==> src/rtl/mux_sel_rr_arbiter_if.sv <==
// Request/grant bundle between a requester block and the mux select arbiter.
interface mux_sel_rr_arbiter_if #(
    parameter int unsigned DWELL_W = 4
);
    logic               i_en;
    logic [3:0]         i_req;
    logic [DWELL_W-1:0] i_dwell;
    logic [1:0]         o_sel_code;
    logic               o_en;
    logic [3:0]         o_grant;
    logic               o_busy;

    modport master (
        output i_en, i_req, i_dwell,
        input  o_sel_code, o_en, o_grant, o_busy
    );

    modport slave (
        input  i_en, i_req, i_dwell,
        output o_sel_code, o_en, o_grant, o_busy
    );
endinterface

==> src/rtl/mux_sel_rr_arbiter.sv <==
// Round-robin select generator for a 4:1 mux: programmable dwell per grant and
// one disabled cycle between grants so the mux never switches while enabled.
module mux_sel_rr_arbiter #(
    parameter int unsigned DWELL_W = 4
) (
    input  logic                  i_clk,
    input  logic                  i_rst,
    mux_sel_rr_arbiter_if.slave   arb
);
    typedef enum logic {ST_IDLE, ST_GRANT} state_t;

    state_t             r_state;
    logic [1:0]         r_ptr;
    logic [DWELL_W-1:0] r_cnt;
    logic [1:0]         r_sel;
    logic               r_en;
    logic [3:0]         r_grant;
    logic               r_busy;

    logic [7:0]         w_req2;
    logic [3:0]         w_rot;
    logic [1:0]         w_off;
    logic [1:0]         w_pick;
    logic [DWELL_W-1:0] w_dwell_ld;
    logic               w_end;

    // Rotate requests so bit 0 is the channel right after the last-served one.
    assign w_req2 = {arb.i_req, arb.i_req};
    assign w_rot  = w_req2[{1'b0, r_ptr} + 3'd1 +: 4];

    always_comb begin
        w_off = 2'd3;
        if (w_rot[0])      w_off = 2'd0;
        else if (w_rot[1]) w_off = 2'd1;
        else if (w_rot[2]) w_off = 2'd2;
    end

    assign w_pick     = r_ptr + 2'd1 + w_off;
    assign w_dwell_ld = (arb.i_dwell == '0) ? DWELL_W'(1) : arb.i_dwell;
    assign w_end      = (r_cnt == DWELL_W'(1)) || !arb.i_req[r_sel] || !arb.i_en;

    always_ff @(posedge i_clk or posedge i_rst) begin
        if (i_rst) begin
            r_state <= ST_IDLE;
            r_ptr   <= 2'd3;
            r_cnt   <= '0;
            r_sel   <= 2'd0;
            r_en    <= 1'b0;
            r_grant <= '0;
            r_busy  <= 1'b0;
        end else begin
            case (r_state)
                ST_IDLE: begin
                    if (arb.i_en && (arb.i_req != '0)) begin
                        r_state <= ST_GRANT;
                        r_sel   <= w_pick;
                        r_grant <= 4'b0001 << w_pick;
                        r_en    <= 1'b1;
                        r_busy  <= 1'b1;
                        r_ptr   <= w_pick;
                        r_cnt   <= w_dwell_ld;
                    end
                end
                ST_GRANT: begin
                    if (w_end) begin
                        r_state <= ST_IDLE;
                        r_en    <= 1'b0;
                        r_grant <= '0;
                        r_busy  <= 1'b0;
                    end else begin
                        r_cnt <= r_cnt - DWELL_W'(1);
                    end
                end
                default: r_state <= ST_IDLE;
            endcase
        end
    end

    assign arb.o_sel_code = r_sel;
    assign arb.o_en       = r_en;
    assign arb.o_grant    = r_grant;
    assign arb.o_busy     = r_busy;
endmodule
==> src/flat_wrapper.sv <==
// flat-port wrapper written by rule: the top's interface ports become plain ports
module mux_sel_rr_arbiter_flat 
#(
    parameter int unsigned DWELL_W = 4
)
  (i_clk, i_rst, arb_i_en, arb_i_req, arb_i_dwell, arb_o_sel_code, arb_o_en, arb_o_grant, arb_o_busy);
  mux_sel_rr_arbiter_if #(.DWELL_W(DWELL_W)) arb_i ();
  input  logic i_clk;
  input  logic i_rst;
  input wire logic [$bits(arb_i.i_en)-1:0] arb_i_en;
  input wire logic [$bits(arb_i.i_req)-1:0] arb_i_req;
  input wire logic [$bits(arb_i.i_dwell)-1:0] arb_i_dwell;
  output wire logic [$bits(arb_i.o_sel_code)-1:0] arb_o_sel_code;
  output wire logic [$bits(arb_i.o_en)-1:0] arb_o_en;
  output wire logic [$bits(arb_i.o_grant)-1:0] arb_o_grant;
  output wire logic [$bits(arb_i.o_busy)-1:0] arb_o_busy;
  assign arb_i.i_en = arb_i_en;
  assign arb_i.i_req = arb_i_req;
  assign arb_i.i_dwell = arb_i_dwell;
  assign arb_o_sel_code = arb_i.o_sel_code;
  assign arb_o_en = arb_i.o_en;
  assign arb_o_grant = arb_i.o_grant;
  assign arb_o_busy = arb_i.o_busy;
  mux_sel_rr_arbiter #(.DWELL_W(DWELL_W)) u_core (.i_clk(i_clk), .i_rst(i_rst), .arb(arb_i));
endmodule
==> config.mk <==
export PLATFORM = sky130hd
export DESIGN_NAME = mux_sel_rr_arbiter_flat
export DESIGN_NICKNAME = d
export VERILOG_FILES = /design/src/rtl/mux_sel_rr_arbiter_if.sv /design/src/rtl/mux_sel_rr_arbiter.sv /design/src/flat_wrapper.sv
export SDC_FILE = /design/constraint.sdc
export NUM_CORES = 1
export LEC_CHECK = 0
export ABC_AREA = 0
export BUFFER_PORTS_ARGS = -buffer_cell sky130_fd_sc_hd__buf_2
export CAP_MARGIN = 20
export CORE_MARGIN = 8
export CORE_UTILIZATION = 35
export DETAILED_ROUTE_END_ITERATION = 10
export SYNTH_ARGS = -nofsm -noshare
export SYNTH_HDL_FRONTEND = slang
export SYNTH_SLANG_ARGS = --single-unit
==> constraint.sdc <==
create_clock -name i_clk -period 3.3 [get_ports i_clk]
set_input_delay 0.495 -clock i_clk [delete_from_list [all_inputs] [get_ports i_clk]]
set_output_delay 0.495 -clock i_clk [all_outputs]
set_load 0.005 [all_outputs]
==> run metrics, run 1 <==
height of the die 66.91 µm; fmax 460.3 MHz; die area 4477 µm²; CP endpoint kind flop; Max Slew Vio Count 0; TritonRoute pass-1 iters 4; IR Drop Worst-Case VDD 0.3729 mV; Unique masters post-synth 46; Post-Synthesis Cells 90; Via Count 726; I/O pins 19; largest net degree at the start of global routing 15; area grow syn2layout 13.66%; Setup CP Type reg -> reg; worst slew pin tran 0.5612 ns; worst r2r src u_core.r_ptr[0]; worst clock skew 0.006417 ns; post-layout total power 856.7 µW; CTS tree yes; # rows 18; CTS H-tree depth 1; syn nets 105; first-pass GRT wire length 3560 µm; initial core utilization 36.62%; global route overflow 0; post-CTS sizing 0; Fillers 250; Antenna diodes 0; antenna violations before repair 0; share of the synthesized area in the top cell type 33.10%; number of nets with antenna violations after routing 0; final setup fails 0; fin util 41.62%; Synth warnings 0; setup ws final 1.127 ns; clock latency on the worst-skew pair 0.27 ns; CTS Buffer Depth 2; Post-Syn Area 907.1 µm²; vias in the first global route 774; r2r endpoint u_core.arb.o_sel_code[1]; Setup Fix Bufs, Post-CTS 0; Max-Cap Viols 0; hold buffers post-CTS 0; Tcrit/Tclk final 65.84%; Static Leak 0.4654 nW; slew margin rel. 62.45%; #FFs+latches synth 14; hold slack 0.2457 ns; post-DP HPWL 1550 µm; status finished, final reports clean; min Tclk post-route 2.173 ns; Pwr Density 831.0 nW/µm²; R2R setup slack 1.13 ns; CTS Buf Count 3; Root Buffer Master clkbuf_4; clock sink count 14; CP required 3.45 ns; total negative slack 0 ns; final wirelength 2003 µm; RD Place Congestion 0.8500; ys async rst share 100.0%; Die X 66.91 µm; Avg Inst Size Synth 10.08 µm²; layout cells sized above 1 34.91%; Iter 0 DRT Violations 66; sequential area share after synthesis 38.90%; Tot GR Track Use 9.983%; Worst setup SP type flop; DR WL/cell 14.73 µm; DR DRC count 0; worst r2r path cells 6; core area 2477 µm²; pre-CTS setup slack 1.092 ns; Final Hold Viols 0; IO Port Bufs 18; Post-synth EDFFs 0; most area-hungry cell type in the Yosys netlist dfrtp_1; ranking of synthesized cells by area dfrtp_1, dfstp_2, ha_1; Crit path arrival time 2.33 ns; nets 123; Hold Path Class in -> async; Post-synth top flop dfrtp_1; Clock transition at path regs 0.08 ns; RSZ-0062 raised after global routing no; via density per instance 5.338; critical-path maximum fanout 8
-- state kept, by name, indices dropped and copies added, names as in the netlist --
register / flops
u_core.r_state: 1
u_core.arb.o_sel_code: 2
u_core.arb.o_grant: 4
u_core.r_cnt: 4
u_core.r_ptr: 2
u_core.arb.o_en: 1
-- per-layer routing --
layer  up-vias  track usage, %  part of all wire [%]
met2        15           15.05                    46
li1        370               -                     -
met5         -               0                     0
met1       339           13.41                    48
met4         0           4.700                   1.0
met3         2           1.678                   4.8
-- cell usage after synthesis (3+ instances only) --
cell and instances:
a21oi_1 4, dfrtp_1 12, ha_1 4, inv_1 6
nand2_1 7, nand2b_1 3, nor2_1 6
-- per-stage QoR --
step | std cells | area, µm²
floorplan | 90 | 907.1
global placement | 133 | 1008
detailed placement | 133 | 1008
CTS | 136 | 1031
global route | 136 | 1031
finish | 136 | 1031
-- worst max-delay path, stage by stage, from the launching register on --
cell,delay (ns)
dfstp_2,0.61
inv_1,0.12
o31ai_1,0.25
a221oi_1,0.13
ha_1,0.22
o32a_2,0.44
mux2_2,0.28
-- layout by cell type, fill, tap and decap left out, drive strengths merged, types with 2 or more instances in the layout --
master,n
ha,4
buf,18
o31ai,2
nor2,6
nor3,2
nand3,2
a21oi,4
o21ai,2
nand2b,3
clkbuf,3
inv,7
or2,2
o32ai,2
dfstp,2
nand2,7
o2bb2ai,2
dfrtp,12
mux2,2
mux4,2
-- where the power goes --
part / switching [mW] / internal, mW / leakage, nW
logic: 0.200 / 0.213 / 0.284
registers: 0.0882 / 0.262 / 0.168
clock network: 0.0514 / 0.0422 / 0.0138
-- final cells by class --
type | instances | area [µm²] | share of cell area, %
multi-input cells | 64 | 501.7 | 48.66
flip-flops and latches | 14 | 352.8 | 34.22
repair buffers | 18 | 90.09 | 8.738
well taps | 30 | 37.54 | 3.641
inverters | 7 | 26.28 | 2.549
clock buffers | 3 | 22.52 | 2.184
-- cell families after synthesis --
group / count (synthesis) / share of synthesized area, %
AOI/OAI and AO/OA: 26 / 22.90
muxes: 4 / 7.862
adders and majority gates: 4 / 5.517
buffers and inverters: 12 / 5.792
and+or+nand+nor: 30 / 19.04
DFF: 14 / 38.90
-- how the worst max path moves through the flow --
stage	from	slack, ns	cells after the start	endpoint
2_1_floorplan	u_core.r_ptr[0]	1.21	7	u_core.arb.o_sel_code[1]
3_3_place_gp	arb_i_req[3]	1.11	7	u_core.arb.o_sel_code[1]
3_5_place_dp	arb_i_req[3]	1.09	7	u_core.arb.o_sel_code[1]
4_1_cts	u_core.r_ptr[0]	1.14	6	u_core.arb.o_sel_code[1]
5_1_grt	u_core.r_ptr[0]	1.03	6	u_core.arb.o_sel_code[1]
6_report	u_core.r_ptr[0]	1.13	6	u_core.arb.o_sel_code[1]
Note: power is estimated with default switching activity, not from simulation.
==> run 2: changes to the inputs <==
- clock period: 3.3 -> 1.9 ns (I/O delays scaled with it)
==> run 2 against run 1 <==
Compared with the run above: the run now ends with setup timing left; power rose by 120%; largest cell class unchanged; design area rose by 20%; global-route usage rose by 1.1 points; highest routed layer unchanged; sequential share of layout area fell by 5.7 points; first-iteration DRC count fell by 65%; wire length rose by 12%; clock power rose by 130%; combinational power rose to 2.7 times the previous value.
==> run metrics, run 2 (synthesis gave the netlist of run 1 again) <==
clock share of power 11.4% (was 10.9%); RSZ-0062 raised after global routing yes (was no); Final Hold Viols 0 (unchanged); # rows 18 (unchanged); DR DRC count 0 (unchanged); Via Count 840 (was 726); Reg area 352.8 µm² (unchanged); status complete, but fails checks (was finished, final reports clean); antenna violations before repair 0 (unchanged); Switching Power 692.4 µW (was 339.5 µW); Iter 0 DRT Violations 23 (was 66); Bufs and invs on worst path 0 (was 1); worst r2r path cells 7 (was 6); Layout Cells excl Fill 157 (was 136); I/O pins 19 (unchanged); Worst path max stage delay 0.57 ns (was 0.61 ns); R2R setup slack -0.13 ns (was 1.13 ns); P_int 1.185 mW (was 517.2 µW); Clock transition at path regs 0.08 ns (about the same); CP endpoint kind flop (unchanged); Crit path arrival time 2.20 ns (was 2.33 ns); Root Buffer Master clkbuf_4 (unchanged); worst clock skew 0.001131 ns (was 0.006417 ns); slowest CP cell dfstp_2 (unchanged); post-layout total power 1.877 mW (was 856.7 µW); Worst setup SP type flop (unchanged); final wirelength 2253 µm (was 2003 µm); IR Drop Worst-Case VDD 0.8808 mV (was 0.3729 mV); global route overflow 0 (unchanged); final setup fails 6 (was 0); worst slew pin tran 0.5395 ns (was 0.5612 ns); min Tclk post-route 2.029 ns (was 2.173 ns); worst r2r src u_core.r_ptr[1] (was u_core.r_ptr[0]); Switching Share 36.88% (was 39.63%); via density per instance 5.350 (was 5.338); Multi-input gate area 545.5 µm² (was 501.7 µm²); Max Slew Vio Count 0 (unchanged); CTS Buf Count 3 (unchanged); r2r endpoint u_core.arb.o_grant[2] (was u_core.arb.o_sel_code[1]); CTS H-tree depth 1 (unchanged); clock latency on the worst-skew pair 0.28 ns (was 0.27 ns); CTS Buffer Depth 2 (unchanged); DR WL/cell 14.35 µm (was 14.73 µm); crit path launch u_core.r_ptr[1] (was u_core.r_ptr[0]); Static Leak 0.5811 nW (was 0.4654 nW); layout cells sized above 1 51.97% (was 34.91%); number of nets with antenna violations after routing 0 (unchanged); Antenna diodes 0 (unchanged); sequential power share 30.1% (was 40.8%); failing checks setup timing; clock sink count 14 (unchanged); setup ws final -0.1288 ns (was 1.127 ns); RD Place Congestion 0.8962 (was 0.8500); core area 2477 µm² (unchanged); fmax 492.9 MHz (was 460.3 MHz); post-DP HPWL 1740 µm (was 1550 µm); Setup CP Type reg -> reg (unchanged); slew margin rel. 64.00% (was 62.45%); Die X 66.91 µm (unchanged); commonest non-fill, non-tap cells in the layout buf_4, buf_2, dfrtp_1, nor2_1 (was buf_2, dfrtp_1, nand2_1, nor2_1, inv_1); crit path cell chain or2b_1 > a21oi_2 > a221oi_2 > ha_2 > nand2_2 > o32a_4 > a32o_2 (was inv_1 > o31ai_1 > a221oi_1 > ha_1 > o32a_2 > mux2_2); CTS tree yes (unchanged); CP top delay family compound AO/OA/AOI/OAI gates (unchanged); Max-Cap Viols 0 (unchanged); first-pass GRT wire length 3877 µm (was 3560 µm); Tot GR Track Use 11.07% (was 9.983%); placed cells 148 (was 133); IO Port Bufs 18 (unchanged); initial core utilization 36.62% (unchanged); largest net degree at the start of global routing 15 (unchanged); area grow syn2layout 36.55% (was 13.66%); die area 4477 µm² (unchanged); nets 143 (was 123); Gate power share 58.5% (was 48.3%); Pwr Density 1516 nW/µm² (was 831.0 nW/µm²); CP required 2.08 ns (was 3.45 ns); height of the die 66.91 µm (unchanged); Hold Path Class in -> async (unchanged); TritonRoute pass-1 iters 4 (unchanged); commonest non-fill, non-tap cell in the layout buf_4 (was buf_2); Fillers 227 (was 250); critical-path maximum fanout 6 (was 8); vias in the first global route 856 (was 774); Tcrit/Tclk final 106.8% (was 65.84%)
==> run 2: cell types whose count changed in the layout (fill, tap and decap cells not counted), sizes merged <==
cell,previous run,this run
buf,18,38
clkbuf,3,4
==> run 2: stage by stage <==
step | hold slack [ns] | utilization [%] | worst slack [ns] | TNS (ns) | cell area [µm²]
floorplan | 0.1728 | - | -0.03833 | -0.09376 | 948.4
detailed placement | 0.3646 | 46.41 | -0.1342 | -0.5850 | 1150
global route | 0.08514 | 50.00 | -0.2088 | -1.114 | 1239
CTS | 0.05023 | 49.14 | -0.08520 | -0.3925 | 1217
finish | 0.02936 | 50.00 | -0.1288 | -0.6522 | 1239
global placement | 0.3637 | 46.41 | -0.04825 | -0.1690 | 1150
==> run 2: area by class of cell <==
cell class / instances / share of cell area [%]
multi-input cells: 64 / 44.04
flip-flops and latches: 14 / 28.48
repair buffers: 38 / 19.39
well taps: 30 / 3.030
clock buffers: 4 / 2.929
inverters: 7 / 2.121
==> run 2: layer usage <==
layer / share of wire (%) / vias to the layer above / track usage (%)
met1: 46 / 414 / 13.39
met3: 5.0 / 4 / 4.195
met2: 47 / 15 / 17.20
met4: 2.0 / 0 / 4.439
met5: 0 / - / 0
li1: - / 407 / -
==> run 2: how the worst max path moves through the flow <==
stage	end	cells after the start	slack, ns
after floorplan	u_core.arb.o_sel_code[1]	8	-0.04
final	u_core.arb.o_grant[2]	7	-0.13
after CTS	u_core.arb.o_grant[2]	7	-0.09
after global routing	u_core.arb.o_grant[2]	7	-0.21
after detailed placement	u_core.arb.o_sel_code[1]	7	-0.13
after global placement	u_core.arb.o_grant[1]	6	-0.05
==> run 2: what timing repair did <==
action	4_1_cts	5_1_grt
cloned	0	0
pin swaps	2	2
setup endpoints to repair	5	8
gates resized for setup	2	3
hold buffers	0	0
setup buffers	3	2
==> run 2: power by group through the flow <==
stage	Clock, mW	Sequential [mW]	Combinational [mW]
after CTS	0.221	0.564	1.06
after global placement	0	0.567	0.958
after detailed placement	0	0.572	0.985
after global routing	0.233	0.585	1.21
final	0.214	0.565	1.10
after floorplan	0	0.549	0.668
==> run 3: changes to the inputs <==
- SETUP_SLACK_MARGIN: not set -> 0.4
==> run 3 against run 2 <==
Compared with the run above: the run still ends with setup timing left; setup slack better by 0.062 ns; clock skew up 0.021 ns; core utilization up 0.86 points; via count down 3.3%; first-iteration DRC count down 61%; design area up 1.7%; power down 0.15%.
==> run metrics, run 3 (synthesis gave the netlist of run 1 again) <==
final setup fails 4 (was 6); Final Hold Viols 0 (unchanged); Hold Path Class in -> async (unchanged); crit path launch u_core.r_ptr[1] (unchanged); met2 usage 15.89% (was 17.20%); vias in the first global route 835 (was 856); global route overflow 0 (unchanged); # rows 18 (unchanged); CTS Buffer Depth 2 (unchanged); CTS Buf Count 3 (unchanged); core area 2477 µm² (unchanged); post-layout total power 1.875 mW (was 1.877 mW); global routing usage on met3 3.859% (was 4.195%); pre-CTS setup slack -0.07900 ns (was -0.1342 ns); R2R setup slack -0.07 ns (was -0.13 ns); Via Count 812 (was 840); GR peak layer met2 (unchanged); Tot GR Track Use 10.73% (was 11.07%); nets 143 (unchanged); Setup CP Type reg -> reg (unchanged); IO Port Bufs 18 (unchanged); critical-path maximum fanout 6 (unchanged); Post-DP Area 1156 µm² (was 1150 µm²); worst slew pin tran 0.5297 ns (was 0.5395 ns); fmax 508.6 MHz (was 492.9 MHz); min Tclk post-route 1.966 ns (was 2.029 ns); largest net degree at the start of global routing 15 (unchanged); layout cells sized above 1 55.91% (was 51.97%); Antenna diodes 0 (unchanged); commonest non-fill, non-tap cells in the layout buf_4, buf_2, dfrtp_1, nor2_1, nand2_1 (was buf_4, buf_2, dfrtp_1, nor2_1); Iter 0 DRT Violations 9 (was 23); Root Buffer Master clkbuf_4 (unchanged); clock latency on the worst-skew pair 0.29 ns (was 0.28 ns); r2r endpoint u_core.arb.o_grant[2] (unchanged); worst setup path end u_core.arb.o_grant[2] (unchanged); post-DP HPWL 1738 µm (was 1740 µm); IR Drop Worst-Case VDD 0.8139 mV (was 0.8808 mV); Static Leak 0.5726 nW (was 0.5811 nW); CP required 2.06 ns (was 2.08 ns); GRT met1 Usage 13.91% (was 13.39%); clock sink count 14 (unchanged); Pwr Density 1488 nW/µm² (was 1516 nW/µm²); failing checks setup timing (unchanged); worst r2r path cells 7 (unchanged); Die X 66.91 µm (unchanged); slew margin rel. 64.65% (was 64.00%); worst clock skew 0.02169 ns (was 0.001131 ns); first-pass GRT wire length 3746 µm (was 3877 µm); initial core utilization 36.62% (unchanged); DR WL/cell 13.83 µm (was 14.35 µm); Max Slew Vio Count 0 (unchanged); status complete, but fails checks (unchanged); Worst setup SP type flop (unchanged); CTS tree yes (unchanged); Crit path arrival time 2.12 ns (was 2.20 ns); Max-Cap Viols 0 (unchanged); DR DRC count 0 (unchanged); TritonRoute pass-1 iters 4 (unchanged); setup ws final -0.06637 ns (was -0.1288 ns); design area 1260 µm² (was 1239 µm²); area grow syn2layout 38.90% (was 36.55%); I/O pins 19 (unchanged); number of nets with antenna violations after routing 0 (unchanged); die area 4477 µm² (unchanged); total negative slack -0.1552 ns (was -0.6522 ns); Clock transition at path regs 0.10 ns (was 0.08 ns); CTS H-tree depth 1 (unchanged); via density per instance 5.172 (was 5.350); CP endpoint kind flop (unchanged); final wirelength 2171 µm (was 2253 µm); RD Place Congestion 0.8716 (was 0.8962); antenna violations before repair 0 (unchanged); height of the die 66.91 µm (unchanged); Fillers 225 (was 227); commonest non-fill, non-tap cell in the layout buf_4 (unchanged); RSZ-0062 raised after global routing yes (unchanged); Tcrit/Tclk final 103.5% (was 106.8%); hold slack 0.01582 ns (was 0.02936 ns); worst r2r src u_core.r_ptr[1] (unchanged)
## run 3: cell type report
type                       instances  area, µm²  share of cell area (%)
timing repair buffer              38      244.0                   19.36
multi-input combinational         64      573.1                   45.48
tap                               30      37.54                   2.979
clock buffer                       4      26.28                   2.085
sequential                        14      352.8                   28.00
inverter                           7      26.28                   2.085
## run 3: how the worst min path moves through the flow
stage / start / to / slack (ns)
final: i_rst / u_core.arb.o_sel_code[1] / 0.02
after global routing: i_rst / u_core.r_cnt[2] / 0.07
after CTS: i_rst / u_core.r_cnt[2] / 0.04
after detailed placement: i_rst / u_core.arb.o_grant[1] / 0.36
after global placement: i_rst / u_core.arb.o_grant[1] / 0.36
after floorplan: i_rst / u_core.arb.o_en / 0.17
## run 3: repair_timing
item                       in CTS  in global routing
buffers inserted                5                  1
resized for setup               4                  6
hold buffers                    0                  0
setup endpoints to repair      12                 12
pin swaps                       6                  4
## run 3: layer usage
| layer | up-vias | wire length [µm] | part of all wire [%] |
|---|---|---|---|
| li1 | 408 | - | - |
| met1 | 390 | 1018 | 47 |
| met2 | 12 | 1034 | 48 |
| met3 | 2 | 103 | 4.7 |
| met4 | 0 | 15 | 0.69 |
| met5 | - | 0 | 0 |
## run 3: worst max-delay path, cell delays in order (launching register included)
cell,delay (ns)
dfstp_2,0.54
or2b_1,0.13
a21oi_2,0.07
a221oi_2,0.30
ha_2,0.27
nand2_2,0.06
o32a_4,0.21
a32o_2,0.27
## run 3: where the power goes
group	total [mW]	switching (mW)	internal (mW)
Clock	0.178	0.0968	0.0813
Combinational	1.13	0.505	0.629
Sequential	0.563	0.110	0.453
## run 3: through the flow
step	cells	utilization (%)
6_report	157	50.86
4_1_cts	156	49.70
3_3_place_gp	147	46.67
3_5_place_dp	147	46.67
5_1_grt	157	50.86
2_1_floorplan	90	-
